File: config.mk
export PLATFORM = sky130hd
export DESIGN_NAME = text_line_glyph_fetcher_flat
export DESIGN_NICKNAME = d
export VERILOG_FILES = /design/src/rtl/text_line_glyph_fetcher_if.sv /design/src/rtl/text_line_glyph_fetcher.sv /design/src/flat_wrapper.sv
export SDC_FILE = /design/constraint.sdc
export NUM_CORES = 1
export LEC_CHECK = 0
export CAP_MARGIN = 25
export CORE_ASPECT_RATIO = 0.6
export CORE_MARGIN = 8
export CORE_UTILIZATION = 52
export CTS_BUF_LIST = sky130_fd_sc_hd__clkbuf_16
export DETAILED_ROUTE_END_ITERATION = 8
export GPL_TIMING_DRIVEN = 0
export PLACE_DENSITY = 0.8
export SYNTH_ARGS = -nofsm -noshare
export SYNTH_HDL_FRONTEND = slang
export SYNTH_SLANG_ARGS = --single-unit
File: constraint.sdc
create_clock -name clk -period 4 [get_ports clk]
set_clock_uncertainty 0.15 [all_clocks]
set_input_delay 1.2 -clock clk [delete_from_list [all_inputs] [get_ports clk]]
set_output_delay 1.2 -clock clk [all_outputs]
set_load 0.005 [all_outputs]
File: src/rtl/text_line_glyph_fetcher_if.sv
// Bundle between the glyph fetcher, its video timing source, the text
// buffer, the font ROM and the pixel serializer.
interface text_line_glyph_fetcher_if #(
    parameter int unsigned TXT_AW = 12
);
    logic              line_start;
    logic [3:0]        glyph_row;
    logic [TXT_AW-1:0] row_base;
    logic              busy;
    logic              overrun;
    logic              txt_rd;
    logic [TXT_AW-1:0] txt_addr;
    logic [7:0]        txt_data;
    logic              rom_ce;
    logic              rom_oce;
    logic [10:0]       rom_ad;
    logic [7:0]        rom_dout;
    logic [7:0]        px_data;
    logic              px_valid;
    logic              px_ready;
    logic              px_last;

    // Fetcher side
    modport master (
        input  line_start, glyph_row, row_base, txt_data, rom_dout, px_ready,
        output busy, overrun, txt_rd, txt_addr, rom_ce, rom_oce, rom_ad,
               px_data, px_valid, px_last
    );

    // Environment side (timing generator, memories, serializer)
    modport slave (
        output line_start, glyph_row, row_base, txt_data, rom_dout, px_ready,
        input  busy, overrun, txt_rd, txt_addr, rom_ce, rom_oce, rom_ad,
               px_data, px_valid, px_last
    );
endinterface

File: src/rtl/text_line_glyph_fetcher.sv
// Per-line glyph fetcher: text buffer read -> font ROM read -> small FIFO
// -> valid/ready stream of glyph row bytes, one per text column.
module text_line_glyph_fetcher #(
    parameter int unsigned COLS       = 80,
    parameter int unsigned TXT_AW     = 12,
    parameter int unsigned FIFO_DEPTH = 4,
    parameter logic [7:0]  REPL_CHAR  = 8'h3F
) (
    input logic clk,
    input logic rst_n,
    text_line_glyph_fetcher_if.master bus
);
    localparam int unsigned PW = (FIFO_DEPTH > 1) ? $clog2(FIFO_DEPTH) : 1;
    localparam int unsigned CW = PW + 1;
    localparam logic [7:0] LAST_COL = 8'(COLS - 1);

    typedef enum logic [1:0] {StIdle, StFetch, StDrain} state_e;

    state_e            state_q;
    logic [3:0]        row_q;
    logic [TXT_AW-1:0] base_q;
    logic [7:0]        col_q;

    // Pipeline valid/last flags: stage 2 (ROM access), stage 3 (FIFO write)
    logic rom_ce_q, last2_q, wr_q, last3_q;

    logic [8:0]    mem_q [FIFO_DEPTH];
    logic [PW-1:0] wr_ptr_q, rd_ptr_q;
    logic [CW-1:0] count_q;

    logic [1:0] inflight;
    logic       issue;
    logic       pop;
    logic [7:0] code;

    // Credit check: every issued column already owns a FIFO slot, so the FIFO can't overflow
    assign inflight = {1'b0, rom_ce_q} + {1'b0, wr_q};
    assign issue    = (state_q == StFetch) &&
                      ((32'(count_q) + 32'(inflight)) < FIFO_DEPTH);
    assign pop      = (count_q != '0) && bus.px_ready;
    assign code     = bus.txt_data[7] ? REPL_CHAR : bus.txt_data;

    assign bus.busy     = (state_q != StIdle);
    assign bus.overrun  = bus.line_start && (state_q != StIdle);
    assign bus.txt_rd   = issue;
    assign bus.txt_addr = issue ? (base_q + TXT_AW'(col_q)) : '0;
    assign bus.rom_ce   = rom_ce_q;
    assign bus.rom_oce  = 1'b1;
    assign bus.rom_ad   = rom_ce_q ? {code[6:0], row_q} : '0;
    assign bus.px_valid = (count_q != '0);
    assign bus.px_data  = (count_q != '0) ? mem_q[rd_ptr_q][7:0] : '0;
    assign bus.px_last  = (count_q != '0) ? mem_q[rd_ptr_q][8] : 1'b0;

    // Line FSM: latch line parameters, step columns, wait for the pipe and FIFO to empty
    always_ff @(posedge clk or negedge rst_n) begin
        if (!rst_n) begin
            state_q <= StIdle;
            row_q   <= '0;
            base_q  <= '0;
            col_q   <= '0;
        end else begin
            unique case (state_q)
                StIdle: begin
                    if (bus.line_start) begin
                        state_q <= StFetch;
                        row_q   <= bus.glyph_row;
                        base_q  <= bus.row_base;
                        col_q   <= '0;
                    end
                end
                StFetch: begin
                    if (issue) begin
                        col_q <= col_q + 8'd1;
                        if (col_q == LAST_COL) state_q <= StDrain;
                    end
                end
                StDrain: begin
                    // Nothing in flight and the last FIFO byte leaves this cycle (or already left)
                    if (inflight == 2'd0 &&
                        (count_q == '0 || (count_q == CW'(1) && pop))) begin
                        state_q <= StIdle;
                    end
                end
                default: state_q <= StIdle;
            endcase
        end
    end

    // Read pipeline: text read -> ROM access -> FIFO write
    always_ff @(posedge clk or negedge rst_n) begin
        if (!rst_n) begin
            rom_ce_q <= 1'b0;
            last2_q  <= 1'b0;
            wr_q     <= 1'b0;
            last3_q  <= 1'b0;
        end else begin
            rom_ce_q <= issue;
            last2_q  <= issue && (col_q == LAST_COL);
            wr_q     <= rom_ce_q;
            last3_q  <= last2_q;
        end
    end

    // Output FIFO: glyph byte plus last-column flag per entry
    always_ff @(posedge clk or negedge rst_n) begin
        if (!rst_n) begin
            for (int i = 0; i < int'(FIFO_DEPTH); i++) mem_q[i] <= '0;
            wr_ptr_q <= '0;
            rd_ptr_q <= '0;
            count_q  <= '0;
        end else begin
            if (wr_q) begin
                mem_q[wr_ptr_q] <= {last3_q, bus.rom_dout};
                wr_ptr_q        <= wr_ptr_q + PW'(1);
            end
            if (pop) rd_ptr_q <= rd_ptr_q + PW'(1);
            case ({wr_q, pop})
                2'b10:   count_q <= count_q + CW'(1);
                2'b01:   count_q <= count_q - CW'(1);
                default: count_q <= count_q;
            endcase
        end
    end

    fifo_no_overflow: assert property (@(posedge clk) disable iff (!rst_n)
        !(wr_q && !pop && count_q == CW'(FIFO_DEPTH)));

endmodule

File: src/flat_wrapper.sv
// flat-port wrapper written by rule: the top's interface ports become plain ports
module text_line_glyph_fetcher_flat 
#(
    parameter int unsigned COLS       = 80,
    parameter int unsigned TXT_AW     = 12,
    parameter int unsigned FIFO_DEPTH = 4,
    parameter logic [7:0]  REPL_CHAR  = 8'h3F
)
  (clk, rst_n, bus_line_start, bus_glyph_row, bus_row_base, bus_txt_data, bus_rom_dout, bus_px_ready, bus_busy, bus_overrun, bus_txt_rd, bus_txt_addr, bus_rom_ce, bus_rom_oce, bus_rom_ad, bus_px_data, bus_px_valid, bus_px_last);
  text_line_glyph_fetcher_if #(.TXT_AW(TXT_AW)) bus_i ();
  input logic clk;
  input logic rst_n;
  input wire logic [$bits(bus_i.line_start)-1:0] bus_line_start;
  input wire logic [$bits(bus_i.glyph_row)-1:0] bus_glyph_row;
  input wire logic [$bits(bus_i.row_base)-1:0] bus_row_base;
  input wire logic [$bits(bus_i.txt_data)-1:0] bus_txt_data;
  input wire logic [$bits(bus_i.rom_dout)-1:0] bus_rom_dout;
  input wire logic [$bits(bus_i.px_ready)-1:0] bus_px_ready;
  output wire logic [$bits(bus_i.busy)-1:0] bus_busy;
  output wire logic [$bits(bus_i.overrun)-1:0] bus_overrun;
  output wire logic [$bits(bus_i.txt_rd)-1:0] bus_txt_rd;
  output wire logic [$bits(bus_i.txt_addr)-1:0] bus_txt_addr;
  output wire logic [$bits(bus_i.rom_ce)-1:0] bus_rom_ce;
  output wire logic [$bits(bus_i.rom_oce)-1:0] bus_rom_oce;
  output wire logic [$bits(bus_i.rom_ad)-1:0] bus_rom_ad;
  output wire logic [$bits(bus_i.px_data)-1:0] bus_px_data;
  output wire logic [$bits(bus_i.px_valid)-1:0] bus_px_valid;
  output wire logic [$bits(bus_i.px_last)-1:0] bus_px_last;
  assign bus_i.line_start = bus_line_start;
  assign bus_i.glyph_row = bus_glyph_row;
  assign bus_i.row_base = bus_row_base;
  assign bus_i.txt_data = bus_txt_data;
  assign bus_i.rom_dout = bus_rom_dout;
  assign bus_i.px_ready = bus_px_ready;
  assign bus_busy = bus_i.busy;
  assign bus_overrun = bus_i.overrun;
  assign bus_txt_rd = bus_i.txt_rd;
  assign bus_txt_addr = bus_i.txt_addr;
  assign bus_rom_ce = bus_i.rom_ce;
  assign bus_rom_oce = bus_i.rom_oce;
  assign bus_rom_ad = bus_i.rom_ad;
  assign bus_px_data = bus_i.px_data;
  assign bus_px_valid = bus_i.px_valid;
  assign bus_px_last = bus_i.px_last;
  text_line_glyph_fetcher #(.COLS(COLS), .TXT_AW(TXT_AW), .FIFO_DEPTH(FIFO_DEPTH), .REPL_CHAR(REPL_CHAR)) u_core (.clk(clk), .rst_n(rst_n), .bus(bus_i));
endmodule
## Word-level counts from Yosys, hierarchy flattened

Cells that the tools add are included.

- Bits in registers: 73
- Output and inout bits: 38
- Word-level logic and storage cells: 77

- Add/subtract/negate cells: 8
- $lt $le $gt $ge: 4
- Equal/unequal tests: 10
- Muxes and demuxes: 20
- Bitwise gates (word level): 2
- Reduce and logical (&&, ||, !) cells: 18

Operators by type and width:

| operator | number |
|---|---|
| $bwmux W36 | 1 |
| $lt A32 B3 Y1 const B | 1 |
| $mux W9 | 3 |
| $mux W8 | 3 |
| $bmux W9 S2 | 1 |
| $demux W9 S2 | 1 |
| $pmux W8 S2 | 1 |
| $add A12 B8 Y12 | 1 |
| $mux W12 | 1 |
| $mux W11 | 1 |
| $add A8 B1 Y8 const B | 1 |
| $eq A8 B7 Y1 const B | 1 |
| $mux W2 | 4 |
| $logic_and A1 B1 Y1 | 7 |
| $mux W7 | 1 |
| $ge A3 B3 Y1 const B | 2 |
| $not A2 Y3 | 2 |
| $pmux W2 S3 | 1 |
| $pmux W3 S2 | 1 |
| $reduce_bool A2 Y1 | 3 |
| $add A2 B1 Y2 const B | 2 |
| $add A3 B2 Y4 | 1 |
| $eq A2 B1 Y1 const B | 2 |
| $eq A2 B2 Y1 const B | 2 |
| 15 further kinds | 18 |

## Logic depth before layout (Yosys ltp)

Gate-level depths: netlist of run 1.

- Word-level depth: 7
- Gate-level depth with buffers: 10
- Gate-level depth less buffers: 8

## Worst setup path after synthesis of run 1

Ideal clock, no wire load.

- Path kind: register to output
- Start: register u_core.rom_ce_q, in the netlist u_core.bus.rom_ce
- End: output port bus_txt_addr[4]
- Arrival time: 2.027 ns
- Required time: 2.650 ns
- Slack: 0.623 ns
- Cell stages (with the launch flop): 8
- Buffers on the path: 2
- Path through: dfrtp_1 -> ha_1 -> ha_1 -> a311o_1 -> or2_1 -> buf_6 -> clkbuf_1 -> nor3_1

- Cells in the longest elaborated chain, start to end: 5

Ends and longest elaborated chain:

| item | line | text |
|---|---|---|
| start, declared | text_line_glyph_fetcher.sv:25 | `logic rom_ce_q, last2_q, wr_q, last3_q;` |
| start signal, assigned | text_line_glyph_fetcher.sv:97 | `rom_ce_q <= issue;` |
| $add A1 B1 Y2 | text_line_glyph_fetcher.sv:37 | `assign inflight = {1'b0, rom_ce_q} + {1'b0, wr_q};` |
| $add A3 B2 Y4 | text_line_glyph_fetcher.sv:39 | `((32'(count_q) + 32'(inflight)) < FIFO_DEPTH);` |
| $lt A32 B3 Y1 | text_line_glyph_fetcher.sv:39 |  |
| $logic_and A1 B1 Y1 | text_line_glyph_fetcher.sv:38 | `assign issue = (state_q == StFetch) &&` |
| $mux W12 | text_line_glyph_fetcher.sv:46 | `assign bus.txt_addr = issue ? (base_q + TXT_AW'(col_q)) : '0;` |
| end, declared | flat_wrapper.sv:22 | `output wire logic [$bits(bus_i.txt_addr)-1:0] bus_txt_addr;` |

No other way between the ends.

## Worst setup path after layout of run 1

- Start: register u_core.rom_ce_q, in the netlist u_core.bus.rom_ce
- End: output port bus_txt_addr[11]

The elaborated chain is that of the path after synthesis.

==> impl_metrics.json, run 1 <==
{
  "outcome": "completed",
  "power_density_nw_per_um2": 818.8,
  "grt_max_degree": 74,
  "synth-main-ff-cell": "dfrtp_1",
  "rows": 24,
  "p_comb_frac": 0.508,
  "critical_path_class": "register to output pin",
  "yosys_warnings": 0,
  "antenna_found_initial": 0,
  "p_clk_frac": 0.182,
  "ys_ff_latch": 73,
  "synth-edff-count": 0,
  "grt_usage": 0.1969,
  "coreArea_um2": 7207,
  "pin_count": 74,
  "drtIter0Drc": 209,
  "hold_violations": 0,
  "endpoint": "bus_txt_addr[11]",
  "worstPathRequired_ns": 2.65,
  "postLayoutCoreUtil": 0.7111,
  "n_antenna_cell": 0,
  "hold_class": "register to register",
  "die_h_um": 82.67,
  "vias": 3014,
  "synthTopCellsByArea": "dfrtp_1 (47%), mux2_2 (11%), ha_1 (6.8%)",
  "portBuffers": 72,
  "syn_area_um2": 3852,
  "multi_input_area_um2": 1987,
  "synth_cells": 357,
  "synth_nets": 415,
  "grt_pass1_wl_mm": 15.97,
  "grt_pass1_vias": 3252,
  "syn2layout_area_growth_pct": 33.03,
  "hold_buffers": 0,
  "postSynthAreaPerCell_um2": 10.79,
  "first_pass_iters": 4,
  "fp.dieArea_um2": 10510,
  "path_cells": "ha_1 -> ha_1 -> a311o_1 -> or2_1 -> buf_6 -> clkbuf_8 -> nor3b_2 -> dlygate4sd2_1",
  "slew_violations": 0,
  "max_freq_mhz": 254.3,
  "pwr-share-seq": 0.309,
  "clockRootBuffer": "clkbuf_16",
  "yosysSeqAreaShare": 0.4742,
  "hpwl_mm": 6.735,
  "crit_slowest_cell": "dfrtp_2",
  "nets": 510,
  "r2r_cells": 8,
  "worstPathArrival_ns": 2.58,
  "p_int_w": 0.002737,
  "htree_levels": 3,
  "power_leakage_nw": 2.346,
  "fillers": 516,
  "gp_congestion": 0.8312,
  "maxCapViolations": 0,
  "synth_top_area_frac": 0.4742,
  "end_kind": "output pin",
  "synth_area_leader_cell": "dfrtp_1",
  "vias_per_cell": 5.500,
  "slew_headroom": 0.3936,
  "globalRouteOverflowTotal": 0,
  "wirelength_mm": 9.728,
  "setup_violations": 0,
  "synth_cell_type_count": 42,
  "timing.critical_path.mode_cell": "ha_1",
  "r2r-start": "u_core.bus.rom_ce$_DFF_PN0_",
  "drc": 0,
  "drive_above_1_share": 0.2013,
  "cts_made_buffers": 9,
  "cts.sinks": 73,
  "ant_nets": 0,
  "finalCriticalPeriod_ns": 3.932,
  "setup_tns_ns": 0,
  "cp-startpoint": "u_core.bus.rom_ce$_DFF_PN0_",
  "crit_path_start_kind": "register",
  "min_period_over_period": 0.9831,
  "crit_fanout": 10,
  "fp.dieW_um": 127.1,
  "worst_slew_pin_slew_ns": 0.9096,
  "clk_latency_ns": 0.33,
  "r2r-end": "u_core.col_q[7]$_DFFE_PN0P_",
  "cts_tree": "built",
  "area.sequential_um2": 1829,
  "ir_worst_vdd_v": 0.0003373,
  "reg2reg_slack_ns": 1.49,
  "avgRoutedWirePerCell_um": 17.75,
  "p_sw_frac": 0.3477,
  "clkTransAtPathRegs_ns": 0.06,
  "postSynth.asyncResetShare": 1.000,
  "p_sw_w": 0.001459,
  "clock_path_buffers": 2,
  "max_stage_delay_ns": 0.40,
  "start_util": 0.5345
}
[cell usage after synthesis (2+ instances only)]
| master | n |
|---|---|
| nand2b_1 | 3 |
| a211oi_1 | 2 |
| xnor2_1 | 7 |
| or3_1 | 2 |
| nand3_1 | 6 |
| a22o_1 | 3 |
| clkbuf_1 | 8 |
| a21oi_1 | 11 |
| mux4_2 | 9 |
| nor3b_1 | 2 |
| nor2_1 | 31 |
| nor3_1 | 4 |
| o211ai_1 | 2 |
| xor2_1 | 8 |
| dfrtp_1 | 73 |
| inv_1 | 10 |
| mux2_2 | 36 |
| o21bai_1 | 2 |
| nand2_1 | 62 |
| a21o_1 | 3 |
| and2_1 | 17 |
| and3_1 | 3 |
| ha_1 | 21 |
| mux2i_1 | 2 |
| o21ai_0 | 13 |
[critical path: cells and delay by family, from the launching register on]
kind	cells	cell delay [ns]
adder cells (fa/ha/maj)	2	0.47
AND/OR/NAND/NOR	2	0.42
AO/OA/AOI/OAI	1	0.35
buffers and inverters	3	0.60
flip-flops	1	0.40
[state kept, by name, indices dropped and copies added, names as in the netlist]
register and flops:
u_core.mem_q 36, u_core.base_q 12, u_core.col_q 8, u_core.row_q 4, u_core.count_q 3, u_core.rd_ptr_q 2
u_core.state_q 2, u_core.wr_ptr_q 2, u_core.bus.rom_ce 1, u_core.last2_q 1, u_core.last3_q 1, u_core.wr_q 1
[metal layers]
layer	routed length [µm]	GRT usage	share of wire
met2	4733	0.3353	0.49
met5	0	0	0
met1	4088	0.2328	0.42
met4	113	0.05425	0.012
met3	793	0.07628	0.082
[area by class of cell]
class	instances	share of cell area
multi-input cells	262	0.3877
flip-flops and latches	73	0.3569
repair buffers	84	0.1541
clock buffers	9	0.04395
well taps	91	0.02222
plain buffers	11	0.01318
clock inverters	7	0.01221
inverters	11	0.009766
[kinds of logic after synthesis]
| kind of cell | share of synthesized area |
|---|---|
| flip-flops | 0.4742 |
| multiplexers | 0.1630 |
| buffers and inverters | 0.02468 |
| AO/OA/AOI/OAI | 0.06236 |
| other | 0.0009734 |
| XOR/XNOR | 0.03410 |
| adder cells (fa/ha/maj) | 0.07340 |
| AND/OR/NAND/NOR | 0.1673 |
[layout by cell type, fill, tap and decap left out, types with 3 or more instances in the layout]
cell             synthesis  layout
dfrtp_1                 73      71
nand2_1                 62      62
clkdlybuf4s50_1          0      58
mux2_2                  36      36
nor2_1                  31      31
ha_1                    21      18
and2_1                  17      17
buf_4                    1      15
o21ai_0                 13      11
a21oi_1                 11      11
inv_1                   10      10
mux4_2                   9       9
clkbuf_16                0       9
dlygate4sd2_1            0       9
xor2_1                   8       8
xnor2_1                  7       7
nand3_1                  6       6
clkbuf_1                 8       6
nand2b_1                 3       3
a21o_1                   3       3
and3_1                   3       3
nor3_1                   4       3
a22o_1                   3       3
[power groups by stage]
stage,combinational (W),sequential [W],clock [W]
2_1_floorplan,0.00119,0.00122,0
3_3_place_gp,0.00188,0.00128,0
3_5_place_dp,0.00195,0.00131,0
4_1_cts,0.00206,0.00130,0.000780
5_1_grt,0.00234,0.00134,0.000810
6_report,0.00213,0.00130,0.000765
[how the worst min path moves through the flow]
stage                              from                        to  slack [ns]  depth (start not counted)
2_1_floorplan  u_core.last2_q$_DFF_PN0_  u_core.last3_q$_DFF_PN0_        0.18                          0
3_3_place_gp   u_core.last2_q$_DFF_PN0_  u_core.last3_q$_DFF_PN0_        0.18                          0
3_5_place_dp   u_core.last2_q$_DFF_PN0_  u_core.last3_q$_DFF_PN0_        0.18                          0
4_1_cts        u_core.last2_q$_DFF_PN0_  u_core.last3_q$_DFF_PN0_        0.20                          0
5_1_grt        u_core.last2_q$_DFF_PN0_  u_core.last3_q$_DFF_PN0_        0.20                          0
6_report       u_core.last2_q$_DFF_PN0_  u_core.last3_q$_DFF_PN0_        0.20                          0
[metrics by stage]
stage               instances  hold WS, ns  worst slack [ns]  total power [W]  area [µm²]
global placement          520       0.1841           -0.8357         0.003151        4687
global route              548       0.2027          -0.01488         0.004495        5125
floorplan                 357       0.1812            0.6226         0.002414        3852
finish                    548       0.1963           0.06776         0.004196        5125
CTS                       544       0.1969          0.001398         0.004137        5055
detailed placement        520       0.1847           -0.2913         0.003256        4684
[what timing repair did]
item | CTS | global route
pin swaps | 5 | 6
buffers inserted | 8 | 5
endpoints found under the setup margin | 13 | 8
resized for setup | 25 | 15
Power figures use the tool's default switching activity.
==> run 2, diff against run 1 <==
- TNS_END_PERCENT: default -> 20
==> run 2 against run 1 <==
Net effect:
- die area is the same
- final area down 1.4%
- hold slack about the same
- via count down 1.8%
- fmax rose by 0.55%
- final cell count shrank 1.3%
- global-route usage is 0.44 points lower
- critical path depth unchanged
- power down 2.2%
- wire length shrank 2.5%
- largest cell class unchanged
- largest power group unchanged
==> impl_metrics.json, run 2 (synthesized netlist as in run 1, its figures left out) <==
{
  "drc": 0,
  "first_pass_iters": 4,
  "clockRootBuffer": "clkbuf_16",
  "globalRouteOverflowTotal": 0,
  "hpwl_mm": 6.735,
  "r2r-start": "u_core.bus.rom_ce$_DFF_PN0_",
  "grt_pass1_wl_mm": 15.61,
  "htree_levels": 3,
  "n_antenna_cell": 0,
  "min_period_over_period": 0.9776,
  "cts_tree": "built",
  "grt_usage": 0.1925,
  "antenna_found_initial": 0,
  "p_sw_w": 0.001434,
  "hold_depth": 0,
  "p_int_w": 0.002671,
  "postLayoutCoreUtil": 0.7010,
  "mostFrequentLayoutCells": "dfrtp_1 (71), nand2_1 (62), clkdlybuf4s50_1 (58), mux2_2 (36), nor2_1 (31)",
  "whs_endpoint": "u_core.last3_q$_DFF_PN0_",
  "drive_above_1_share": 0.1867,
  "syn2layout_area_growth_pct": 31.15,
  "finalCriticalPeriod_ns": 3.911,
  "max_freq_mhz": 255.7,
  "worst_slew_pin_slew_ns": 0.9089,
  "rsz0062_at_grt": "yes",
  "dp_cells": 520,
  "p_clk_frac": 0.187,
  "regMostFlops": "u_core.mem_q",
  "coreArea_um2": 7207,
  "p_comb_frac": 0.495,
  "die_h_um": 82.67,
  "p_sw_frac": 0.3494,
  "cts.sinks": 73,
  "ir_worst_vdd_v": 0.0003341,
  "clock_path_buffers": 2,
  "drtIter0Drc": 235,
  "crit_path_start_kind": "register",
  "slew_headroom": 0.3940,
  "top_regs": "u_core.mem_q (36), u_core.base_q (12), u_core.col_q (8)",
  "pwr-share-seq": 0.318,
  "vias": 2961,
  "reg2reg_slack_ns": 1.51,
  "setup_violations": 0,
  "pin_count": 74,
  "worstPathRequired_ns": 2.65,
  "avgRoutedWirePerCell_um": 17.53,
  "fin_cells": 541,
  "wirelength_mm": 9.485,
  "power_leakage_nw": 2.314,
  "nets": 503,
  "critical_path_class": "register to output pin",
  "multi_input_area_um2": 1971,
  "cts_made_buffers": 9,
  "maxCapViolations": 0,
  "clk_latency_ns": 0.33,
  "area.sequential_um2": 1829,
  "end_kind": "output pin",
  "fp.dieArea_um2": 10510,
  "vias_per_cell": 5.473,
  "largest_reg_flops": 36,
  "ant_nets": 0,
  "p_total_w": 0.004105,
  "outcome": "completed",
  "grt_max_degree": 74,
  "crit_fanout": 10,
  "start_util": 0.5345,
  "hold_violations": 0,
  "gp_congestion": 0.8312,
  "grt_pass1_vias": 3166,
  "setup_ws_ns": 0.08944,
  "power_density_nw_per_um2": 812.5,
  "r2r-end": "u_core.col_q[7]$_DFFE_PN0P_",
  "pre_cts_ws_ns": -0.2913,
  "rows": 24,
  "slew_violations": 0,
  "r2r_cells": 8,
  "fp.dieW_um": 127.1,
  "finish.instance_area_um2": 5052,
  "clkTransAtPathRegs_ns": 0.06,
  "worstPathArrival_ns": 2.56,
  "portBuffers": 72,
  "placedInstanceArea_um2": 4684,
  "holdCritStartpoint": "u_core.last2_q$_DFF_PN0_",
  "hold_class": "register to register",
  "fillers": 533,
  "final_common_cell": "dfrtp_1"
}
==> run 2: what timing repair did <==
| action | CTS | global route |
|---|---|---|
| resized for setup | 23 | 17 |
| buffers inserted | 2 | 3 |
| hold buffers | 0 | 0 |
| pin swaps | 2 | 5 |
| hold endpoints to repair | 0 | 0 |
| setup endpoints to repair | 13 | 7 |
==> run 2: power by group through the flow <==
stage	logic, W	clock network, W	registers, W
after floorplan	0.00119	0	0.00122
after global routing	0.00223	0.000810	0.00135
final	0.00203	0.000766	0.00131
after detailed placement	0.00195	0	0.00131
after CTS	0.00199	0.000780	0.00130
after global placement	0.00188	0	0.00128
==> run 2: worst max-delay path, cell delays in order, from the launching register on <==
cell and delay (ns):
dfrtp_2 0.45, ha_1 0.21, ha_1 0.28, a311o_1 0.30, or2_1 0.25, buf_6 0.15
clkbuf_8 0.17, nor3b_2 0.17, clkdlybuf4s15_1 0.25
==> run 2: stage by stage <==
step	setup TNS (ns)	hold slack, ns
6_report	0	0.1963
5_1_grt	-0.03274	0.2027
4_1_cts	-0.2050	0.1969
3_5_place_dp	-1.807	0.1847
3_3_place_gp	-61.63	0.1841
2_1_floorplan	0	0.1812
==> run 2: layout make-up <==
cell class              instances  area share
plain buffers                  11     0.01337
well taps                      91     0.02254
clock inverters                 7     0.01238
flip-flops and latches         73      0.3621
inverters                      11    0.009906
clock buffers                   9     0.04458
multi-input cells             262      0.3900
repair buffers                 77      0.1451
==> run 2: layer usage <==
metal / global-route usage / vias up / routed length [µm] / share of wire
li1: - / 1396 / - / -
met1: 0.2328 / 1466 / 4130 / 0.44
met2: 0.3237 / 90 / 4554 / 0.48
met3: 0.07308 / 9 / 703 / 0.074
met4: 0.04953 / 0 / 95 / 0.010
met5: 0 / - / 0 / 0
==> run 2: worst max path at each step <==
| stage | from | end | cells past startpoint |
|---|---|---|---|
| 2_1_floorplan | u_core.bus.rom_ce$_DFF_PN0_ | bus_txt_addr[4] | 7 |
| 3_3_place_gp | rst_n | u_core.base_q[3]$_DFFE_PN0P_ | 1 |
| 3_5_place_dp | u_core.bus.rom_ce$_DFF_PN0_ | bus_txt_addr[11] | 8 |
| 4_1_cts | u_core.col_q[0]$_DFFE_PN0P_ | bus_txt_addr[10] | 8 |
| 5_1_grt | u_core.col_q[0]$_DFFE_PN0P_ | bus_txt_addr[8] | 8 |
| 6_report | u_core.bus.rom_ce$_DFF_PN0_ | bus_txt_addr[11] | 8 |
==> run 3, diff against run 2 <==
==> constraint.sdc (replaced) <==
create_clock -name clk -period 4 [get_ports clk]
set_clock_uncertainty 0.15 [all_clocks]
set_input_delay 1 -clock clk [delete_from_list [all_inputs] [get_ports clk]]
set_output_delay 1 -clock clk [all_outputs]
set_load 0.005 [all_outputs]
==> run 3 against run 2 <==
Net effect:
- sequential power barely moved
- via count fell by 1.4%
- final area barely moved
- clock-buffer cell count did not move
- critical path depth did not move
- final cell count fell by 0.37%
- sequential share of layout area barely moved
- hold slack barely moved
==> impl_metrics.json, run 3 (synthesized netlist as in run 1, its figures left out) <==
{
  "worstPathRequired_ns": 2.85,
  "hold_buffers": 0,
  "slew_headroom": 0.3992,
  "nets": 501,
  "clkTransAtPathRegs_ns": 0.06,
  "hold_violations": 0,
  "grt_pass1_wl_mm": 15.58,
  "avgRoutedWirePerCell_um": 17.50,
  "dp_cells": 520,
  "maxCapViolations": 0,
  "end_kind": "output pin",
  "clock_path_buffers": 2,
  "p_sw_w": 0.001421,
  "holdWs_ns": 0.1961,
  "grt_pass1_vias": 3164,
  "syn2layout_area_growth_pct": 31.05,
  "setup_ws_ns": 0.1153,
  "regMostFlops": "u_core.mem_q",
  "die_h_um": 82.67,
  "start_util": 0.5345,
  "rsz0062_at_grt": "yes",
  "p_int_w": 0.002678,
  "coreArea_um2": 7207,
  "outcome": "completed",
  "vias": 2921,
  "gp_congestion": 0.8312,
  "drtIter0Drc": 189,
  "path_depth": 8,
  "first_pass_iters": 4,
  "crit_path_start_kind": "register",
  "grt_usage": 0.1922,
  "p_sw_frac": 0.3467,
  "max_freq_mhz": 257.4,
  "top_regs": "u_core.mem_q (36), u_core.base_q (12), u_core.col_q (8)",
  "fin_cells": 539,
  "crit_fanout": 10,
  "hold_depth": 0,
  "antenna_found_initial": 0,
  "worst_slew_pin_slew_ns": 0.9012,
  "fillers": 536,
  "p_comb_frac": 0.495,
  "path_cells": "ha_1 -> ha_1 -> a311o_1 -> or2_1 -> buf_6 -> buf_4 -> nor2_1 -> clkdlybuf4s50_1",
  "rows": 24,
  "vias_per_cell": 5.419,
  "clockRootBuffer": "clkbuf_16",
  "n_antenna_cell": 0,
  "p_clk_frac": 0.187,
  "fp.dieW_um": 127.1,
  "drc": 0,
  "worstPathArrival_ns": 2.73,
  "pin_count": 74,
  "path_delay_family": "buffers and inverters",
  "critical_path_buf_inv_count": 3,
  "setup_tns_ns": 0,
  "timing.critical_path.mode_cell": "ha_1",
  "fp.dieArea_um2": 10510,
  "min_period_over_period": 0.9712,
  "setup_violations": 0,
  "cts_tree": "built",
  "clk_latency_ns": 0.33,
  "cts.sinks": 73,
  "power_leakage_nw": 2.382,
  "finalCriticalPeriod_ns": 3.885,
  "portBuffers": 72,
  "mostFrequentLayoutCells": "dfrtp_1 (71), nand2_1 (62), clkdlybuf4s50_1 (60), mux2_2 (36), nor2_1 (31)",
  "largest_reg_flops": 36,
  "drive_above_1_share": 0.1719,
  "critical_path_class": "register to output pin",
  "wirelength_mm": 9.431,
  "hold_class": "register to register",
  "final_common_cell": "dfrtp_1",
  "slew_violations": 0,
  "globalRouteOverflowTotal": 0,
  "htree_levels": 3,
  "ant_nets": 0,
  "r2r_cells": 8,
  "ir_worst_vdd_v": 0.0003363,
  "max_stage_delay_ns": 0.51,
  "grt_max_degree": 74,
  "crit_slowest_cell": "clkdlybuf4s50_1",
  "cts_made_buffers": 9,
  "power_density_nw_per_um2": 812.0,
  "pwr-share-seq": 0.318,
  "hpwl_mm": 6.735,
  "postLayoutCoreUtil": 0.7005,
  "pre_cts_ws_ns": -0.09131
}
[run 3: cell count changes in the layout (fill, tap and decap cells not counted), moves of 2 or more]
| cell | change |
|---|---|
| clkbuf_2 | -3 |
| clkdlybuf4s50_1 | +2 |
| dlygate4sd2_1 | -4 |
| dlymetal6s2s_1 | +6 |
| ha_1 | +2 |
| o21ai_0 | +2 |
| o21ai_1 | -2 |
[run 3: per-layer routing]
layer | vias up | track usage | wire (µm)
met5 | - | 0 | 0
met4 | 0 | 0.04953 | 87
met3 | 8 | 0.07308 | 647
met2 | 75 | 0.3226 | 4534
met1 | 1442 | 0.2328 | 4161
li1 | 1396 | - | -
[run 3: cell type report]
class | instances | area, µm² | share of cell area
buffer | 11 | 61.31 | 0.01214
multi-input combinational | 262 | 1953 | 0.3869
clock buffer | 9 | 225.2 | 0.04461
timing repair buffer | 75 | 753.2 | 0.1492
clock inverter | 7 | 62.56 | 0.01239
tap | 91 | 113.9 | 0.02255
inverter | 11 | 50.05 | 0.009913
sequential | 73 | 1829 | 0.3623
[run 3: repair_timing]
item / in CTS / in global routing
buffers inserted: 2 / 1
gates resized for setup: 14 / 13
pin swaps: 2 / 4
setup endpoints to repair: 13 / 8
[run 3: stage by stage]
step	total power, W	cell area, µm²
after floorplan	0.002414	3852
after global placement	0.003151	4687
after detailed placement	0.003256	4684
after CTS	0.004108	5010
after global routing	0.004386	5049
final	0.004100	5049
[run 3: final timing paths]
check | endpoint | startpoint | slack, ns
min in group asynchronous | u_core.mem_q[9]$_DFFE_PN0P_ | rst_n | 0.65
max reg2reg | u_core.col_q[7]$_DFFE_PN0P_ | u_core.bus.rom_ce$_DFF_PN0_ | 1.51
min reg2reg | u_core.last3_q$_DFF_PN0_ | u_core.last2_q$_DFF_PN0_ | 0.20
min | u_core.last3_q$_DFF_PN0_ | u_core.last2_q$_DFF_PN0_ | 0.20
max | bus_txt_addr[2] | u_core.bus.rom_ce$_DFF_PN0_ | 0.12
max in group asynchronous | u_core.col_q[0]$_DFFE_PN0P_ | rst_n | 2.41
[run 3: worst reg2reg max path, delay by kind of cell, from the launching register on]
kind / cells / cell delay (ns)
adders and majority gates: 2 / 0.49
buffers and inverters: 1 / 0.15
AOI/OAI and AO/OA: 1 / 0.30
xor gates and xnor gates: 1 / 0.19
and+or+nand+nor: 3 / 0.63
DFF: 1 / 0.44
[run 3: power groups by stage]
stage          clock network (W)  logic [W]  registers, W
6_report                0.000766    0.00203       0.00130
5_1_grt                 0.000810    0.00223       0.00135
4_1_cts                 0.000780    0.00203       0.00130
3_5_place_dp                   0    0.00195       0.00131
3_3_place_gp                   0    0.00188       0.00128
2_1_floorplan                  0    0.00119       0.00122
